`src/rtl/axi4_lite_pkg.sv`:
```
// rtl/axi4_lite_pkg.sv - shared response codes, FSM states and bus defaults for the AXI4-Lite master
package axi4_lite_pkg;

    localparam int AXI_ADDR_W = 4;
    localparam int AXI_DATA_W = 32;

    typedef enum logic [1:0] {
        RESP_OKAY   = 2'b00,
        RESP_EXOKAY = 2'b01,
        RESP_SLVERR = 2'b10,
        RESP_DECERR = 2'b11
    } axi_resp_e;

    typedef enum logic [2:0] {
        ST_IDLE,
        ST_WR_REQ,
        ST_WR_RESP,
        ST_RD_REQ,
        ST_RD_DATA
    } master_state_e;

endpackage

```
`src/rtl/axi4_lite_master.sv`:
```
// rtl/axi4_lite_master.sv - single-outstanding AXI4-Lite master driven by a simple command port
module axi4_lite_master
    import axi4_lite_pkg::*;
#(
    parameter int ADDR_W = AXI_ADDR_W,
    parameter int DATA_W = AXI_DATA_W
) (
    input  logic              ACLK,
    input  logic              ARESET,
    input  logic              cmd_valid,
    output logic              cmd_ready,
    input  logic              cmd_write,
    input  logic [ADDR_W-1:0] cmd_addr,
    input  logic [DATA_W-1:0] cmd_wdata,
    output logic              done,
    output logic [DATA_W-1:0] rsp_data,
    output logic [1:0]        rsp_resp,
    output logic [ADDR_W-1:0] AWADDR,
    output logic              AWVALID,
    input  logic              AWREADY,
    output logic [DATA_W-1:0] WDATA,
    output logic [3:0]        WSTRB,
    output logic              WVALID,
    input  logic              WREADY,
    input  logic [1:0]        BRESP,
    input  logic              BVALID,
    output logic              BREADY,
    output logic [ADDR_W-1:0] ARADDR,
    output logic              ARVALID,
    input  logic              ARREADY,
    input  logic [DATA_W-1:0] RDATA,
    input  logic [1:0]        RRESP,
    input  logic              RVALID,
    output logic              RREADY
);

    master_state_e     state_q;
    logic [ADDR_W-1:0] awaddr_q, araddr_q;
    logic [DATA_W-1:0] wdata_q, rsp_data_q;
    logic [1:0]        rsp_resp_q;
    logic              awvalid_q, wvalid_q, bready_q, arvalid_q, rready_q, done_q;
    logic              aw_done_q, w_done_q;
    logic              aw_hs, w_hs;

    assign aw_hs = awvalid_q & AWREADY;
    assign w_hs  = wvalid_q & WREADY;

    always_ff @(posedge ACLK or posedge ARESET) begin
        if (ARESET) begin
            state_q    <= ST_IDLE;
            awaddr_q   <= '0;
            araddr_q   <= '0;
            wdata_q    <= '0;
            rsp_data_q <= '0;
            rsp_resp_q <= RESP_OKAY;
            awvalid_q  <= 1'b0;
            wvalid_q   <= 1'b0;
            bready_q   <= 1'b0;
            arvalid_q  <= 1'b0;
            rready_q   <= 1'b0;
            done_q     <= 1'b0;
            aw_done_q  <= 1'b0;
            w_done_q   <= 1'b0;
        end else begin
            done_q <= 1'b0;
            case (state_q)
                ST_IDLE: begin
                    if (cmd_valid) begin
                        if (cmd_write) begin
                            awaddr_q  <= cmd_addr;
                            wdata_q   <= cmd_wdata;
                            awvalid_q <= 1'b1;
                            wvalid_q  <= 1'b1;
                            aw_done_q <= 1'b0;
                            w_done_q  <= 1'b0;
                            state_q   <= ST_WR_REQ;
                        end else begin
                            araddr_q  <= cmd_addr;
                            arvalid_q <= 1'b1;
                            state_q   <= ST_RD_REQ;
                        end
                    end
                end
                ST_WR_REQ: begin
                    // AW and W retire independently; leave once both have been seen
                    if (aw_hs) begin
                        awvalid_q <= 1'b0;
                        aw_done_q <= 1'b1;
                    end
                    if (w_hs) begin
                        wvalid_q <= 1'b0;
                        w_done_q <= 1'b1;
                    end
                    if ((aw_done_q | aw_hs) & (w_done_q | w_hs)) begin
                        bready_q <= 1'b1;
                        state_q  <= ST_WR_RESP;
                    end
                end
                ST_WR_RESP: begin
                    if (BVALID) begin
                        bready_q   <= 1'b0;
                        rsp_resp_q <= BRESP;
                        done_q     <= 1'b1;
                        state_q    <= ST_IDLE;
                    end
                end
                ST_RD_REQ: begin
                    if (ARREADY) begin
                        arvalid_q <= 1'b0;
                        rready_q  <= 1'b1;
                        state_q   <= ST_RD_DATA;
                    end
                end
                ST_RD_DATA: begin
                    if (RVALID) begin
                        rready_q   <= 1'b0;
                        rsp_data_q <= RDATA;
                        rsp_resp_q <= RRESP;
                        done_q     <= 1'b1;
                        state_q    <= ST_IDLE;
                    end
                end
                default: state_q <= ST_IDLE;
            endcase
        end
    end

    assign cmd_ready = (state_q == ST_IDLE);
    assign done      = done_q;
    assign rsp_data  = rsp_data_q;
    assign rsp_resp  = rsp_resp_q;
    assign AWADDR    = awaddr_q;
    assign AWVALID   = awvalid_q;
    assign WDATA     = wdata_q;
    assign WSTRB     = 4'hF;
    assign WVALID    = wvalid_q;
    assign BREADY    = bready_q;
    assign ARADDR    = araddr_q;
    assign ARVALID   = arvalid_q;
    assign RREADY    = rready_q;

endmodule

```
`config.mk`:
```
export PLATFORM = sky130hd
export DESIGN_NAME = axi4_lite_master
export DESIGN_NICKNAME = d
export VERILOG_FILES = /design/src/rtl/axi4_lite_pkg.sv /design/src/rtl/axi4_lite_master.sv
export SDC_FILE = /design/constraint.sdc
export NUM_CORES = 1
export LEC_CHECK = 0
export BUFFER_PORTS_ARGS = -buffer_cell sky130_fd_sc_hd__buf_2
export CAP_MARGIN = 0
export CORE_MARGIN = 2
export CORE_UTILIZATION = 47
export CTS_BUF_LIST = sky130_fd_sc_hd__clkbuf_8 sky130_fd_sc_hd__clkbuf_16
export CTS_CLUSTER_SIZE = 14
export DETAILED_ROUTE_END_ITERATION = 6
export GPL_ROUTABILITY_DRIVEN = 0
export PLACE_DENSITY_LB_ADDON = 0.1
export SYNTH_ARGS = -nofsm -noshare
export SYNTH_HDL_FRONTEND = slang
export SYNTH_SLANG_ARGS = --single-unit
```
`constraint.sdc`:
```
create_clock -name ACLK -period 2.7 [get_ports ACLK]
set_clock_uncertainty 0.15 [all_clocks]
set_input_delay 0.135 -clock ACLK [delete_from_list [all_inputs] [get_ports ACLK]]
set_output_delay 0.135 -clock ACLK [all_outputs]
set_load 0.02 [all_outputs]
```
## After elaboration in Yosys (flattened, before gate mapping)

Cells that the tools add are included.

- Bits in registers: 85
- Input bits: 81
- Output and inout bits: 85
- Logic and storage cells: 84

- Equality and inequality tests: 13
- Muxes and demuxes: 35
- Bitwise gates (word level): 6
- Reductions and logical operators: 16

Operators by type and width:

| kind | number |
|---|---|
| $mux W1 | 17 |
| $ne A2 B2 Y1 const B | 8 |
| $pmux W1 S2 | 8 |
| $mux W3 | 5 |
| $pmux W3 S5 | 1 |
| $reduce_and A3 Y1 | 5 |
| $reduce_and A4 Y1 | 3 |
| $reduce_bool A2 Y1 | 5 |
| $eq A3 B2 Y1 const B | 2 |
| $mux W2 | 3 |
| $reduce_and A5 Y1 | 1 |
| $pmux W2 S2 | 1 |
| $and A1 B1 Y1 | 3 |
| $eq A3 B1 Y1 const B | 1 |
| $eq A3 B3 Y1 const B | 1 |
| $logic_not A3 Y1 | 1 |
| $ne A2 B1 Y1 const B | 1 |
| $or A1 B1 Y1 | 2 |
| $reduce_and A2 Y1 | 1 |
| $not A1 Y1 | 1 |

## Logic depth before layout (Yosys ltp)

- Word-level depth: 5
- Depth in mapped cells: 5

## Worst setup path before layout

OpenSTA, ideal clock, no wires.

- Path kind: register -> register
- Start point: reg state_q[1]
- End point: reg araddr_q[0], in the netlist ARADDR[0]
- Arrival time: 1494 ps
- Data required time: 2425 ps
- Slack: 931 ps
- Cell stages (with the launch flop): 6
- Period minus slack after synthesis: 1769 ps
- Cells stage by stage: dfrtp_1 -> buf_6 -> nor3_4 -> and3b_1 -> buf_2 -> mux2_2

- Cells in the longest elaborated chain, start to end: 2

Ends and longest elaborated chain:

| item | line | RTL |
|---|---|---|
| start: declaration | axi4_lite_master.sv:37 | `master_state_e state_q;` |
| start signal: assignment | axi4_lite_master.sv:50 | `state_q <= ST_IDLE;` |
| start signal: assignment | axi4_lite_master.sv:76 | `state_q <= ST_WR_REQ;` |
| start signal: assignment | axi4_lite_master.sv:80 | `state_q <= ST_RD_REQ;` |
| $logic_not A3 Y1 | - |  |
| named net cmd_ready | axi4_lite_master.sv:11 | `output logic cmd_ready,` |
| $reduce_and A3 Y1 (no line) | - |  |
| end signal: assignment | axi4_lite_master.sv:78 | `araddr_q <= cmd_addr;` |
| end: declaration | axi4_lite_master.sv:38 | `logic [ADDR_W-1:0] awaddr_q, araddr_q;` |

The timed path passes the listed nets, and every way through them passes these cells.
A chain may end at the register's enable or synchronous reset.

## Worst setup path after layout

- Start point: reg state_q[2]
- End point: reg rsp_resp_q[1], in the netlist rsp_resp[1]

- Cells in the longest elaborated chain, start to end: 3

Ends and longest elaborated chain:

| item | line | RTL |
|---|---|---|
| $eq A3 B3 Y1 / $eq A3 B2 Y1 (equally long branches) | axi4_lite_master.sv:66 | `case (state_q)` |
| $ne A2 B2 Y1 (no line) / $reduce_bool A2 Y1 (equally long branches) | - |  |
| $reduce_and A3 Y1 (no line) | - |  |
| end signal: assignment | axi4_lite_master.sv:55 | `rsp_resp_q <= RESP_OKAY;` |
| end signal: assignment | axi4_lite_master.sv:102 | `rsp_resp_q <= BRESP;` |
| end signal: assignment | axi4_lite_master.sv:118 | `rsp_resp_q <= RRESP;` |
| end: declaration | axi4_lite_master.sv:40 | `logic [1:0] rsp_resp_q;` |

Several ways; a longest one is shown, not always the timed one.

==> reports/results.ini <==
[outcome]
run_status = completed

[timing]
setup_viol = 0
slew_headroom_pct = 43.83
hold_violations = 0
worst_pin_slew_ps = 841.6
finalSetupTns_ps = 0
fmax_ghz = 0.4108
grt_setup_unrepaired = no
drv_slew = 0
fin_crit_ps = 2434
layout_worst_path_cycle_share_pct = 90.15

[detailed_routing]
drc = 0
wl_um = 8324
wire_per_inst_um = 14.53
vias_per_cell = 4.735
drt-pass1-iter-count = 4
first_iter_violations = 63
ant_nets = 0
vias = 2713

[floorplanning]
std_cell_rows = 31
initial_utilization_pct = 49.09
die_h_um = 91.50
ios = 166
die_w_um = 91.50
die-area_um2 = 8372
core_um2 = 7331

[power]
power_leakage_uw = 0.002793
power.share.clock_pct = 16.2
power_frac_comb_pct = 46.0
p_int_uw = 3763
total_power_uw = 6050
p_per_area_nw_per_um2 = 1116
switching_share_pct = 37.81
switchingPower_uw = 2287
vdd_drop_max_uv = 488.2
p_seq_share_pct = 37.8

[grt]
grt_pass1_vias = 2896
grt_max_degree = 52
antenna_found_initial = 0
grt_first_pass_wirelength_um = 13740
track_usage_pct = 20.71
overflow = 0

[clock_network]
path_clk_slew_ps = 80
ctsHtreeMaxLevel = 3
clock-sinks = 85
cts_buffers = 9
clk_latency_ps = 340
post_cts.repair.setup_buffers = 0
cts_tree = yes
cts_root_buffer = clkbuf_8
cts_max_path_buffers = 2

[place]
port_buffers = 161
hpwlAfterDp_um = 5349

[finish]
antenna_cells = 0
final_common_cell = buf_2
syn2layout_area_growth_pct = 50.66
nets = 551
drive_gt1_share_pct = 55.06
final_cell_mix = buf_2 (161), dfrtp_1 (85), dlygate4sd3_1 (77)
fill_cells = 499

[setup_path]
cp.required_ps = 2780
start_kind = flip-flop
path_class = reg2reg
cp_max_fo = 15
critPathCaptureType = flip-flop
arrival_ps = 2510

[synthesis]
synth_area_leaders = dfrtp_1 (59%), mux2_4 (15%), mux2_2 (12%)
netlist.area_leader.share_pct = 59.11
ys_types = 27
synthFlopType = dfrtp_1
yosysTopAreaCell = dfrtp_1
synth_seq_cells = 85
synth_edf_count = 0
yosysWarnings = 0
avgSynthCellArea_um2 = 15.65
yosysSeqAreaShare_pct = 59.11
async_flop_share_pct = 100.0
synthCells = 230
netlist_area_um2 = 3598

[min_path]
hp-class = in2reg

[run]
max_cap_violations = 0

[power groups by stage]
stage | combinational (µW) | clock [µW] | sequential, µW
after floorplan | 1160 | 0 | 3000
after global placement | 2660 | 0 | 2270
after detailed placement | 2700 | 0 | 2300
after CTS | 2790 | 1000 | 2280
after global routing | 2970 | 1070 | 2380
final | 2790 | 978 | 2290
[sequential cells by signal, indices dropped and copies added, names as in the netlist, 2 cells and up]
register  flops
ARADDR        4
rsp_resp      2
rsp_data     32
AWADDR        4
state_q       3
WDATA        32
[synthesized netlist by cell type, drive strengths merged (2+ instances only)]
cell and instances:
o21ai 6, clkbuf 3, a21oi 6, mux2 77, nor2 4, nand2 5, nor3b 3, buf 14
dfrtp 85, nand3 2, nor3 2, inv 7, nand3b 2, o21a 3, a2111oi 4
[cells by family (layout without fill, tap and decap cells)]
family | after synthesis | in the layout | synth area share (%)
other | 1 | 4 | 0.1042
flip-flops | 85 | 85 | 59.11
AND/OR/NAND/NOR | 20 | 20 | 3.929
buffers and inverters | 24 | 265 | 4.833
multiplexers | 77 | 77 | 27.85
AO/OA/AOI/OAI | 23 | 23 | 4.173
[stage by stage]
step                      instance area, µm²  instances  hold WS [ps]  setup WS [ps]  utilization (%)
after global routing                    5421        573         107.9          146.5            73.95
after detailed placement                4431        481         184.5          523.3            60.44
after floorplan                         3610        233         92.26          221.5                -
final                                   5421        573         47.36          265.9            73.95
after CTS                               5421        573         40.17          276.2            73.95
after global placement                  4431        481         182.8          576.2            60.44
[metal layers]
layer | global-route usage, % | wire length (µm)
met5 | 0 | 0
met4 | 7.828 | 170
met3 | 5.394 | 494
met2 | 34.99 | 4125
met1 | 25.41 | 3533
[critical path: stages (launching register included)]
cell and delay [ps]:
dfrtp_1 640, nor3b_1 350, mux2_2 370, dlygate4sd3_1 550, mux2_2 260
[timing repair]
item / in CTS / in global routing
hold buffers: 77 / 0
hold endpoints to repair: 128 / 0
gates resized for setup: 0 / 0
[cell type report]
cell class	count	area [µm²]	share of cell area [%]
Multi-Input combinational cell	124	1309	24.14
Tap cell	99	123.9	2.285
Inverter	7	27.53	0.5077
Clock buffer	10	137.6	2.539
Clock inverter	5	82.58	1.523
Sequential cell	85	2127	39.23
Timing Repair Buffer	243	1614	29.77
[final timing paths]
check                                      endpoint                startpoint  slack (ps)  cells after the start
max                         rsp_resp[1]$_DFFE_PP0P_    state_q[2]$_DFFE_PP0P_         270                      4
min in group asynchronous     WDATA[20]$_DFFE_PP0P_                    ARESET         320                      3
min                          state_q[0]$_DFFE_PP0P_                 cmd_valid          50                      3
max reg2reg                 rsp_resp[1]$_DFFE_PP0P_    state_q[2]$_DFFE_PP0P_         270                      4
max in group asynchronous  rsp_data[23]$_DFFE_PP0P_                    ARESET        1300                      4
min reg2reg                rsp_data[31]$_DFFE_PP0P_  rsp_data[31]$_DFFE_PP0P_         340                      1
(Power assumes the default switching activity.)
